File: config.mk
export PLATFORM = sky130hd
export DESIGN_NAME = load_store_unit_flat
export DESIGN_NICKNAME = d
export VERILOG_FILES = /design/src/rtl/load_store_unit_if.sv /design/src/rtl/load_store_unit.sv /design/src/flat_wrapper.sv
export SDC_FILE = /design/constraint.sdc
export NUM_CORES = 1
export LEC_CHECK = 0
export CORE_UTILIZATION = 47
export CTS_CLUSTER_SIZE = 16
export DETAILED_ROUTE_END_ITERATION = 8
export GPL_ROUTABILITY_DRIVEN = 0
export PLACE_DENSITY = 0.8
export SYNTH_ARGS = -nofsm -noshare
export SYNTH_HDL_FRONTEND = slang
export SYNTH_SLANG_ARGS = --single-unit
File: constraint.sdc
create_clock -name clk -period 7.6 [get_ports clk]
set_input_delay 0.76 -clock clk [delete_from_list [all_inputs] [get_ports clk]]
set_output_delay 0.76 -clock clk [all_outputs]
set_load 0.005 [all_outputs]
File: src/rtl/load_store_unit_if.sv
// Bundles the EX-side request channel, the data-memory bus and the
// writeback/exception outputs of the load/store unit.
// The unit connects through the slave modport.
// The pipeline/memory side (or a testbench) connects through the master modport.
interface load_store_unit_if;
    // request from EX
    logic        req_valid;
    logic        req_ready;
    logic        req_we;
    logic [2:0]  req_funct3;
    logic [31:0] req_addr;
    logic [31:0] req_wdata;
    logic [4:0]  req_rd;
    // data-memory bus
    logic        mem_req_valid;
    logic        mem_req_ready;
    logic [31:0] mem_addr;
    logic        mem_we;
    logic [3:0]  mem_wstrb;
    logic [31:0] mem_wdata;
    logic        mem_rsp_valid;
    logic [31:0] mem_rdata;
    // writeback / exception / status
    logic        wb_valid;
    logic [4:0]  wb_rd;
    logic [31:0] wb_data;
    logic        exc_valid;
    logic [2:0]  exc_cause;
    logic [31:0] exc_addr;
    logic        busy;

    modport slave (
        input  req_valid, req_we, req_funct3, req_addr, req_wdata, req_rd,
        input  mem_req_ready, mem_rsp_valid, mem_rdata,
        output req_ready, mem_req_valid, mem_addr, mem_we, mem_wstrb, mem_wdata,
        output wb_valid, wb_rd, wb_data, exc_valid, exc_cause, exc_addr, busy
    );

    modport master (
        output req_valid, req_we, req_funct3, req_addr, req_wdata, req_rd,
        output mem_req_ready, mem_rsp_valid, mem_rdata,
        input  req_ready, mem_req_valid, mem_addr, mem_we, mem_wstrb, mem_wdata,
        input  wb_valid, wb_rd, wb_data, exc_valid, exc_cause, exc_addr, busy
    );
endinterface

File: src/rtl/load_store_unit.sv
// Memory stage behind the ALU.
// Accepts one load/store at a time and runs it as a single data-memory
// transaction. Load data comes back aligned and extended for writeback.
// Misaligned accesses, illegal funct3 codes and bus timeouts are reported
// as one-cycle exception pulses.
module load_store_unit #(
    parameter int unsigned TIMEOUT = 16
) (
    input  logic             clk,
    input  logic             rst,
    load_store_unit_if.slave bus
);

    localparam logic [2:0] S_IDLE = 3'd0;
    localparam logic [2:0] S_REQ  = 3'd1;
    localparam logic [2:0] S_WAIT = 3'd2;
    localparam logic [2:0] S_DONE = 3'd3;
    localparam logic [2:0] S_EXC  = 3'd4;

    localparam logic [2:0] CAUSE_LOAD_MISALIGN  = 3'd1;
    localparam logic [2:0] CAUSE_STORE_MISALIGN = 3'd2;
    localparam logic [2:0] CAUSE_ILLEGAL        = 3'd3;
    localparam logic [2:0] CAUSE_TIMEOUT        = 3'd4;

    localparam bit TIMEOUT_EN = (TIMEOUT != 0);
    localparam int CNT_W      = (TIMEOUT > 1) ? $clog2(TIMEOUT) : 1;
    localparam logic [CNT_W-1:0] CNT_LAST = CNT_W'((TIMEOUT == 0) ? 0 : TIMEOUT - 1);

    logic [2:0]       state;
    logic [CNT_W-1:0] cnt;

    // captured request
    logic             cap_we;
    logic [2:0]       cap_funct3;
    logic [31:0]      cap_addr;
    logic [4:0]       cap_rd;

    // registered bus and result outputs
    logic [31:0]      mem_addr_q;
    logic             mem_we_q;
    logic [3:0]       mem_wstrb_q;
    logic [31:0]      mem_wdata_q;
    logic [4:0]       wb_rd_q;
    logic [31:0]      wb_data_q;
    logic [2:0]       exc_cause_q;
    logic [31:0]      exc_addr_q;

    // decode of the incoming request
    logic             dec_illegal;
    logic             dec_misaligned;
    logic [2:0]       dec_cause;
    logic [3:0]       dec_wstrb;
    logic [31:0]      dec_wdata;

    // load extraction
    logic [7:0]       ld_byte;
    logic [15:0]      ld_half;
    logic [31:0]      ld_data;

    // transition conditions
    logic             accept;
    logic             accept_fault;
    logic             accept_ok;
    logic             mem_handshake;
    logic             rsp_taken;
    logic             timeout_hit;

    assign accept        = (state == S_IDLE) && bus.req_valid;
    assign accept_fault  = accept && (dec_illegal || dec_misaligned);
    assign accept_ok     = accept && !(dec_illegal || dec_misaligned);
    assign mem_handshake = (state == S_REQ) && bus.mem_req_ready;
    assign rsp_taken     = (state == S_WAIT) && bus.mem_rsp_valid;
    assign timeout_hit   = TIMEOUT_EN && (state == S_WAIT) && !bus.mem_rsp_valid
                           && (cnt == CNT_LAST);

    // Classify the presented request and build its strobes and lane-replicated data.
    always_comb begin
        dec_illegal    = 1'b0;
        dec_misaligned = 1'b0;
        dec_cause      = CAUSE_ILLEGAL;
        dec_wstrb      = 4'b0000;
        dec_wdata      = 32'h0;
        case (bus.req_funct3)
            3'b000, 3'b100: dec_misaligned = 1'b0;
            3'b001, 3'b101: dec_misaligned = bus.req_addr[0];
            3'b010:         dec_misaligned = (bus.req_addr[1:0] != 2'b00);
            default:        dec_illegal    = 1'b1;
        endcase
        if (bus.req_we && bus.req_funct3[2]) begin
            dec_illegal = 1'b1;
        end
        if (!dec_illegal) begin
            dec_cause = bus.req_we ? CAUSE_STORE_MISALIGN : CAUSE_LOAD_MISALIGN;
        end
        if (bus.req_we) begin
            case (bus.req_funct3[1:0])
                2'b00: begin
                    dec_wstrb = 4'b0001 << bus.req_addr[1:0];
                    dec_wdata = {4{bus.req_wdata[7:0]}};
                end
                2'b01: begin
                    dec_wstrb = 4'b0011 << {bus.req_addr[1], 1'b0};
                    dec_wdata = {2{bus.req_wdata[15:0]}};
                end
                default: begin
                    dec_wstrb = 4'b1111;
                    dec_wdata = bus.req_wdata;
                end
            endcase
        end
    end

    // Pick the addressed lane out of the returned word and extend it.
    always_comb begin
        ld_byte = 8'h0;
        case (cap_addr[1:0])
            2'd0: ld_byte = bus.mem_rdata[7:0];
            2'd1: ld_byte = bus.mem_rdata[15:8];
            2'd2: ld_byte = bus.mem_rdata[23:16];
            default: ld_byte = bus.mem_rdata[31:24];
        endcase
        ld_half = cap_addr[1] ? bus.mem_rdata[31:16] : bus.mem_rdata[15:0];
        case (cap_funct3)
            3'b000:  ld_data = {{24{ld_byte[7]}}, ld_byte};
            3'b100:  ld_data = {24'h0, ld_byte};
            3'b001:  ld_data = {{16{ld_half[15]}}, ld_half};
            3'b101:  ld_data = {16'h0, ld_half};
            default: ld_data = bus.mem_rdata;
        endcase
    end

    // Main control FSM and WAIT-state timeout counter.
    always_ff @(posedge clk or posedge rst) begin
        if (rst) begin
            state <= S_IDLE;
            cnt   <= '0;
        end else begin
            case (state)
                S_IDLE: begin
                    if (accept_fault) begin
                        state <= S_EXC;
                    end else if (accept_ok) begin
                        state <= S_REQ;
                    end
                end
                S_REQ: begin
                    if (mem_handshake) begin
                        state <= S_WAIT;
                        cnt   <= '0;
                    end
                end
                S_WAIT: begin
                    if (bus.mem_rsp_valid) begin
                        state <= cap_we ? S_IDLE : S_DONE;
                    end else if (timeout_hit) begin
                        state <= S_EXC;
                    end else begin
                        cnt <= cnt + 1'b1;
                    end
                end
                S_DONE:  state <= S_IDLE;
                S_EXC:   state <= S_IDLE;
                default: state <= S_IDLE;
            endcase
        end
    end

    // Capture the request fields at acceptance; they stay valid for the whole transaction.
    always_ff @(posedge clk or posedge rst) begin
        if (rst) begin
            cap_we     <= 1'b0;
            cap_funct3 <= 3'b000;
            cap_addr   <= 32'h0;
            cap_rd     <= 5'd0;
        end else if (accept) begin
            cap_we     <= bus.req_we;
            cap_funct3 <= bus.req_funct3;
            cap_addr   <= bus.req_addr;
            cap_rd     <= bus.req_rd;
        end
    end

    // Memory request fields are registered at acceptance so they stay stable under backpressure.
    always_ff @(posedge clk or posedge rst) begin
        if (rst) begin
            mem_addr_q  <= 32'h0;
            mem_we_q    <= 1'b0;
            mem_wstrb_q <= 4'b0000;
            mem_wdata_q <= 32'h0;
        end else if (accept_ok) begin
            mem_addr_q  <= {bus.req_addr[31:2], 2'b00};
            mem_we_q    <= bus.req_we;
            mem_wstrb_q <= dec_wstrb;
            mem_wdata_q <= dec_wdata;
        end
    end

    // Load result is registered on entry to DONE and held afterwards.
    always_ff @(posedge clk or posedge rst) begin
        if (rst) begin
            wb_rd_q   <= 5'd0;
            wb_data_q <= 32'h0;
        end else if (rsp_taken && !cap_we) begin
            wb_rd_q   <= cap_rd;
            wb_data_q <= ld_data;
        end
    end

    // Exception record, loaded from decode faults or from a WAIT timeout.
    always_ff @(posedge clk or posedge rst) begin
        if (rst) begin
            exc_cause_q <= 3'd0;
            exc_addr_q  <= 32'h0;
        end else if (accept_fault) begin
            exc_cause_q <= dec_cause;
            exc_addr_q  <= bus.req_addr;
        end else if (timeout_hit) begin
            exc_cause_q <= CAUSE_TIMEOUT;
            exc_addr_q  <= cap_addr;
        end
    end

    assign bus.req_ready     = (state == S_IDLE);
    assign bus.busy          = (state != S_IDLE);
    assign bus.mem_req_valid = (state == S_REQ);
    assign bus.mem_addr      = mem_addr_q;
    assign bus.mem_we        = mem_we_q;
    assign bus.mem_wstrb     = mem_wstrb_q;
    assign bus.mem_wdata     = mem_wdata_q;
    assign bus.wb_valid      = (state == S_DONE);
    assign bus.wb_rd         = wb_rd_q;
    assign bus.wb_data       = wb_data_q;
    assign bus.exc_valid     = (state == S_EXC);
    assign bus.exc_cause     = exc_cause_q;
    assign bus.exc_addr      = exc_addr_q;

endmodule

File: src/flat_wrapper.sv
// flat-port wrapper written by rule: the top's interface ports become plain ports
module load_store_unit_flat 
#(
    parameter int unsigned TIMEOUT = 16
)
  (clk, rst, bus_req_valid, bus_req_we, bus_req_funct3, bus_req_addr, bus_req_wdata, bus_req_rd, bus_mem_req_ready, bus_mem_rsp_valid, bus_mem_rdata, bus_req_ready, bus_mem_req_valid, bus_mem_addr, bus_mem_we, bus_mem_wstrb, bus_mem_wdata, bus_wb_valid, bus_wb_rd, bus_wb_data, bus_exc_valid, bus_exc_cause, bus_exc_addr, bus_busy);
  load_store_unit_if bus_i ();
  input  logic clk;
  input  logic rst;
  input wire logic [$bits(bus_i.req_valid)-1:0] bus_req_valid;
  input wire logic [$bits(bus_i.req_we)-1:0] bus_req_we;
  input wire logic [$bits(bus_i.req_funct3)-1:0] bus_req_funct3;
  input wire logic [$bits(bus_i.req_addr)-1:0] bus_req_addr;
  input wire logic [$bits(bus_i.req_wdata)-1:0] bus_req_wdata;
  input wire logic [$bits(bus_i.req_rd)-1:0] bus_req_rd;
  input wire logic [$bits(bus_i.mem_req_ready)-1:0] bus_mem_req_ready;
  input wire logic [$bits(bus_i.mem_rsp_valid)-1:0] bus_mem_rsp_valid;
  input wire logic [$bits(bus_i.mem_rdata)-1:0] bus_mem_rdata;
  output wire logic [$bits(bus_i.req_ready)-1:0] bus_req_ready;
  output wire logic [$bits(bus_i.mem_req_valid)-1:0] bus_mem_req_valid;
  output wire logic [$bits(bus_i.mem_addr)-1:0] bus_mem_addr;
  output wire logic [$bits(bus_i.mem_we)-1:0] bus_mem_we;
  output wire logic [$bits(bus_i.mem_wstrb)-1:0] bus_mem_wstrb;
  output wire logic [$bits(bus_i.mem_wdata)-1:0] bus_mem_wdata;
  output wire logic [$bits(bus_i.wb_valid)-1:0] bus_wb_valid;
  output wire logic [$bits(bus_i.wb_rd)-1:0] bus_wb_rd;
  output wire logic [$bits(bus_i.wb_data)-1:0] bus_wb_data;
  output wire logic [$bits(bus_i.exc_valid)-1:0] bus_exc_valid;
  output wire logic [$bits(bus_i.exc_cause)-1:0] bus_exc_cause;
  output wire logic [$bits(bus_i.exc_addr)-1:0] bus_exc_addr;
  output wire logic [$bits(bus_i.busy)-1:0] bus_busy;
  assign bus_i.req_valid = bus_req_valid;
  assign bus_i.req_we = bus_req_we;
  assign bus_i.req_funct3 = bus_req_funct3;
  assign bus_i.req_addr = bus_req_addr;
  assign bus_i.req_wdata = bus_req_wdata;
  assign bus_i.req_rd = bus_req_rd;
  assign bus_i.mem_req_ready = bus_mem_req_ready;
  assign bus_i.mem_rsp_valid = bus_mem_rsp_valid;
  assign bus_i.mem_rdata = bus_mem_rdata;
  assign bus_req_ready = bus_i.req_ready;
  assign bus_mem_req_valid = bus_i.mem_req_valid;
  assign bus_mem_addr = bus_i.mem_addr;
  assign bus_mem_we = bus_i.mem_we;
  assign bus_mem_wstrb = bus_i.mem_wstrb;
  assign bus_mem_wdata = bus_i.mem_wdata;
  assign bus_wb_valid = bus_i.wb_valid;
  assign bus_wb_rd = bus_i.wb_rd;
  assign bus_wb_data = bus_i.wb_data;
  assign bus_exc_valid = bus_i.exc_valid;
  assign bus_exc_cause = bus_i.exc_cause;
  assign bus_exc_addr = bus_i.exc_addr;
  assign bus_busy = bus_i.busy;
  load_store_unit #(.TIMEOUT(TIMEOUT)) u_core (.clk(clk), .rst(rst), .bus(bus_i));
endmodule
==> results.txt <==
The run finished with clean final reports. For this run, design rule violations remaining after detail routing come to 0. In the routed layout, each cell is associated on average with a via count of 5.38. Compared with the post-synthesis result, the final layout area differs by 37.9%. The clock net in this run drives a total of 187 sinks. During synthesis, Yosys emitted a total of 0 warnings. The run gives 0.000231 V as the highest ir drop seen on vdd. The logs give 256 for the number of I/O pins and 115 for the pin count of the biggest net entering global routing. In this run, post-CTS hold repair placed 0 buffers. The fraction of synthesis flops using an asynchronous set or reset pin was 100%. The routed length per placed instance came out at 17.6 um. Setup repair after global routing left no endpoint under its margin.

The later pin in the worst-skew pair is clocked with a latency of 0.43 ns. The pin slew with the least headroom to its limit works out to 1.27 ns. The path category of the worst min-delay check was flop to flop. The synthesized design contains 187 register bits.

By count the netlist is led by dfrtp_1, nand2_1, mux2_2, nor2_1, a21oi_1. In the global route stage, overall resource usage came out at 24.2%. The run gives 0 as the max-slew violation count.

The logs give 4.07 ns for the pre-CTS setup slack and 324 MHz for the fmax. Measured along the y axis, the die boundary spans 135 um. The initial utilization of the core area, before any placement, comes to 48.3%.

By area, the combinational part of the netlist is dominated by multiplexers. Count of flip-flops with a built-in enable after synthesis: 0. The worst register-to-register path begins at u_core.state[2].

The chip width was 135 um. The largest driver fanout on the critical path was 40; the global-route wire length before repair was 34,300 um. For this run, the post-layout net count is 1,119. The initial DRC count was 388. STA classifies the critical path endpoint as a flop. The synthesized-area fraction occupied by xor and xnor cells came out at 0%.

The run gives 8350 um^2 as the synthesized cell area. The startpoint identified for the worst hold timing path is u_core.cap_rd[1]. The post-CTS repair timing setup buffer count is 0, and the reg2reg setup slack is 4.87 ns. Synthesis produced 783 cells. Excluding fillers, the count of instances in the completed layout stands at 1,246.

Once layout is done, the placed cells without fillers occupy 11,500 um^2. The post-CTS clock slew at the launch and capture registers of the worst setup and hold paths came out at 0.07 ns. By area the synthesized netlist is led by dfrtp_1, mux2_2, nand2_1. After layout, the worst path uses 40.6% of the clock period. Of the cells placed in the final design, the portion with a size suffix greater than 1 is 12.7%. The quantity of I/O buffers inserted on ports was 253; the number of antenna cells inserted was 0. For the final worst slack, the log shows 4.52 ns. The overall routed net length came out at 22,000 um. The complex-gate fraction of the synthesized area was 12.1%.

For this run, the leading register cell type out of synthesis is dfrtp_1. The run gives 6,497 as the number of global-route vias before repair. Summed over all cells, the static leakage comes to 5.03 nW. Cell with the most instances after synthesis: dfrtp_1. Of the total synthesized cell area, the portion taken by full adders, half adders and majority gates is 0.150%.

The count of unique library cells instantiated by Yosys is 48. The tools report the kind of start point of the critical path as an input port. The startpoint of the worst setup timing path was bus_req_funct3[1]. For the final database, setup skew stands at 0.0114 ns.

The logs give 1,397 for the count of filler cells inserted in the layout and 10,900 um^2 for the cell area after placement. Once the clock tree was built, the resizer swapped 0 gates to a different size. Detailed routing inserted a total of 6,706 vias. The run gives 1,214 as the placed cell count. The first detailed-routing pass ran for 4 iterations.

Averaged over all synthesized cells, the footprint is 10.7 um^2. Residual overflow from global routing: 0. The share of cell area taken by muxes after synthesis works out to 13.9%.

For the worst setup path, the data arrival time is 3.40 ns. The tools report the number of failing hold endpoints at the final stage as 0. The power density over the cells was 387 nW/um^2; the number of nets with antenna violations after detailed routing was 0. The data required time at the worst endpoint was 7.91 ns; the number of standard-cell rows in the floorplan was 48.

TritonCTS built the clock tree. The logs give 2 for the buffer levels on the longest clock path and 17 for the number of buffers inserted during clock tree synthesis. The H-tree was split into 4 levels. The synthesized netlist devotes 13.3% of its cell area to simple gates.

The floorplan step defined a die boundary enclosing 18,300 um^2. The largest total area in the synthesized netlist belongs to dfrtp_1. The number of antenna violations at the first check in global routing is 0, and the max-cap check violation count is 0. Headroom to the max-slew limit came out at 15.5%. The logs give 56.0% for the sequential cell area fraction in the yosys report and 0 ns for the summed negative setup slack over all endpoints.

The final total power came out at 4.46 mW. In this run the clock root is driven by a clkbuf_16. Once detailed placement completed, the half-perimeter wirelength came to 14,800 um. The core region is 17,300 um^2. Setup violations remaining at the end of the flow were counted as 0.

The worst setup path is of the input port to flop kind. The area share of the largest cell type after synthesis came out at 56.0%. The routed design could run at a clock period as short as 3.08 ns.
placed cells by master, fill, tap and decap left out, types with 4 or more instances in the layout:
master | Yosys | routed
nand3_1 | 19 | 19
clkdlybuf4s50_1 | 0 | 253
buf_4 | 5 | 9
a22oi_1 | 8 | 8
o21ai_0 | 37 | 37
mux2_2 | 77 | 77
dfrtp_1 | 187 | 187
a21o_1 | 13 | 13
a31oi_1 | 26 | 26
clkinvlp_4 | 0 | 5
a221oi_1 | 9 | 9
clkbuf_16 | 0 | 17
a21oi_1 | 45 | 45
inv_6 | 0 | 4
inv_1 | 18 | 17
a22o_1 | 8 | 8
nand2b_1 | 6 | 5
nor2_1 | 64 | 64
mux2i_1 | 29 | 29
nand2_1 | 139 | 139
final timing paths:
check                                          endpoint  depth (start not counted)
worst max-delay path            u_core.bus.mem_addr[22]                          6
worst min-delay path                u_core.bus.wb_rd[1]                          2
worst max register to register  u_core.bus.mem_addr[22]                          5
worst min register to register      u_core.bus.wb_rd[1]                          2
max in group asynchronous       u_core.bus.mem_wstrb[3]                          3
min in group asynchronous       u_core.bus.exc_addr[30]                          2
routing by layer:
metal | track usage, % | share of wire (%) | up-vias
li1 | - | - | 3154
met2 | 39.0 | 49 | 217
met4 | 8.24 | 2.0 | 0
met5 | 0 | 0 | -
met1 | 32.2 | 43 | 3302
met3 | 5.54 | 6.3 | 33
through the flow:
step	util [%]	hold WS, ns
global placement	63.3	0.441
floorplan	-	0.435
CTS	66.6	0.465
finish	66.6	0.464
global route	66.6	0.489
detailed placement	63.3	0.449
layout make-up:
cell class	count	area [um^2]	area share (%)
clock buffers	19	443	3.85
clock inverters	13	130	1.13
inverters	18	75.1	0.652
multi-input cells	522	3310	28.7
flip-flops and latches	187	4680	40.6
well taps	225	282	2.44
repair buffers	262	2600	22.6
worst max-delay path, cell delays in order:
cell,delay [ns]
clkdlybuf4s50_1,0.45
buf_4,0.35
a221oi_1,0.17
o21ai_4,0.66
buf_4,0.55
mux2_2,0.40
sequential cells by signal, summed over array words and instances, names as in the netlist, 4 cells and up:
register / count
u_core.bus.wb_rd: 5
u_core.bus.mem_wdata: 32
u_core.bus.exc_addr: 32
u_core.bus.mem_addr: 30
u_core.cap_addr: 32
u_core.cnt: 4
u_core.bus.mem_wstrb: 4
u_core.cap_rd: 5
u_core.bus.wb_data: 32
logic make-up after synthesis:
family	Yosys count
AO/OA/AOI/OAI	161
buffers and inverters	75
multiplexers	106
adder cells (fa/ha/maj)	1
AND/OR/NAND/NOR	252
other	1
flip-flops	187
power by group:
group	switching [mW]	leakage, nW	internal [mW]
combinational	0.686	2.49	1.09
clock	0.401	0.267	0.468
sequential	0.338	2.27	1.47
(Power assumes the default switching activity.)
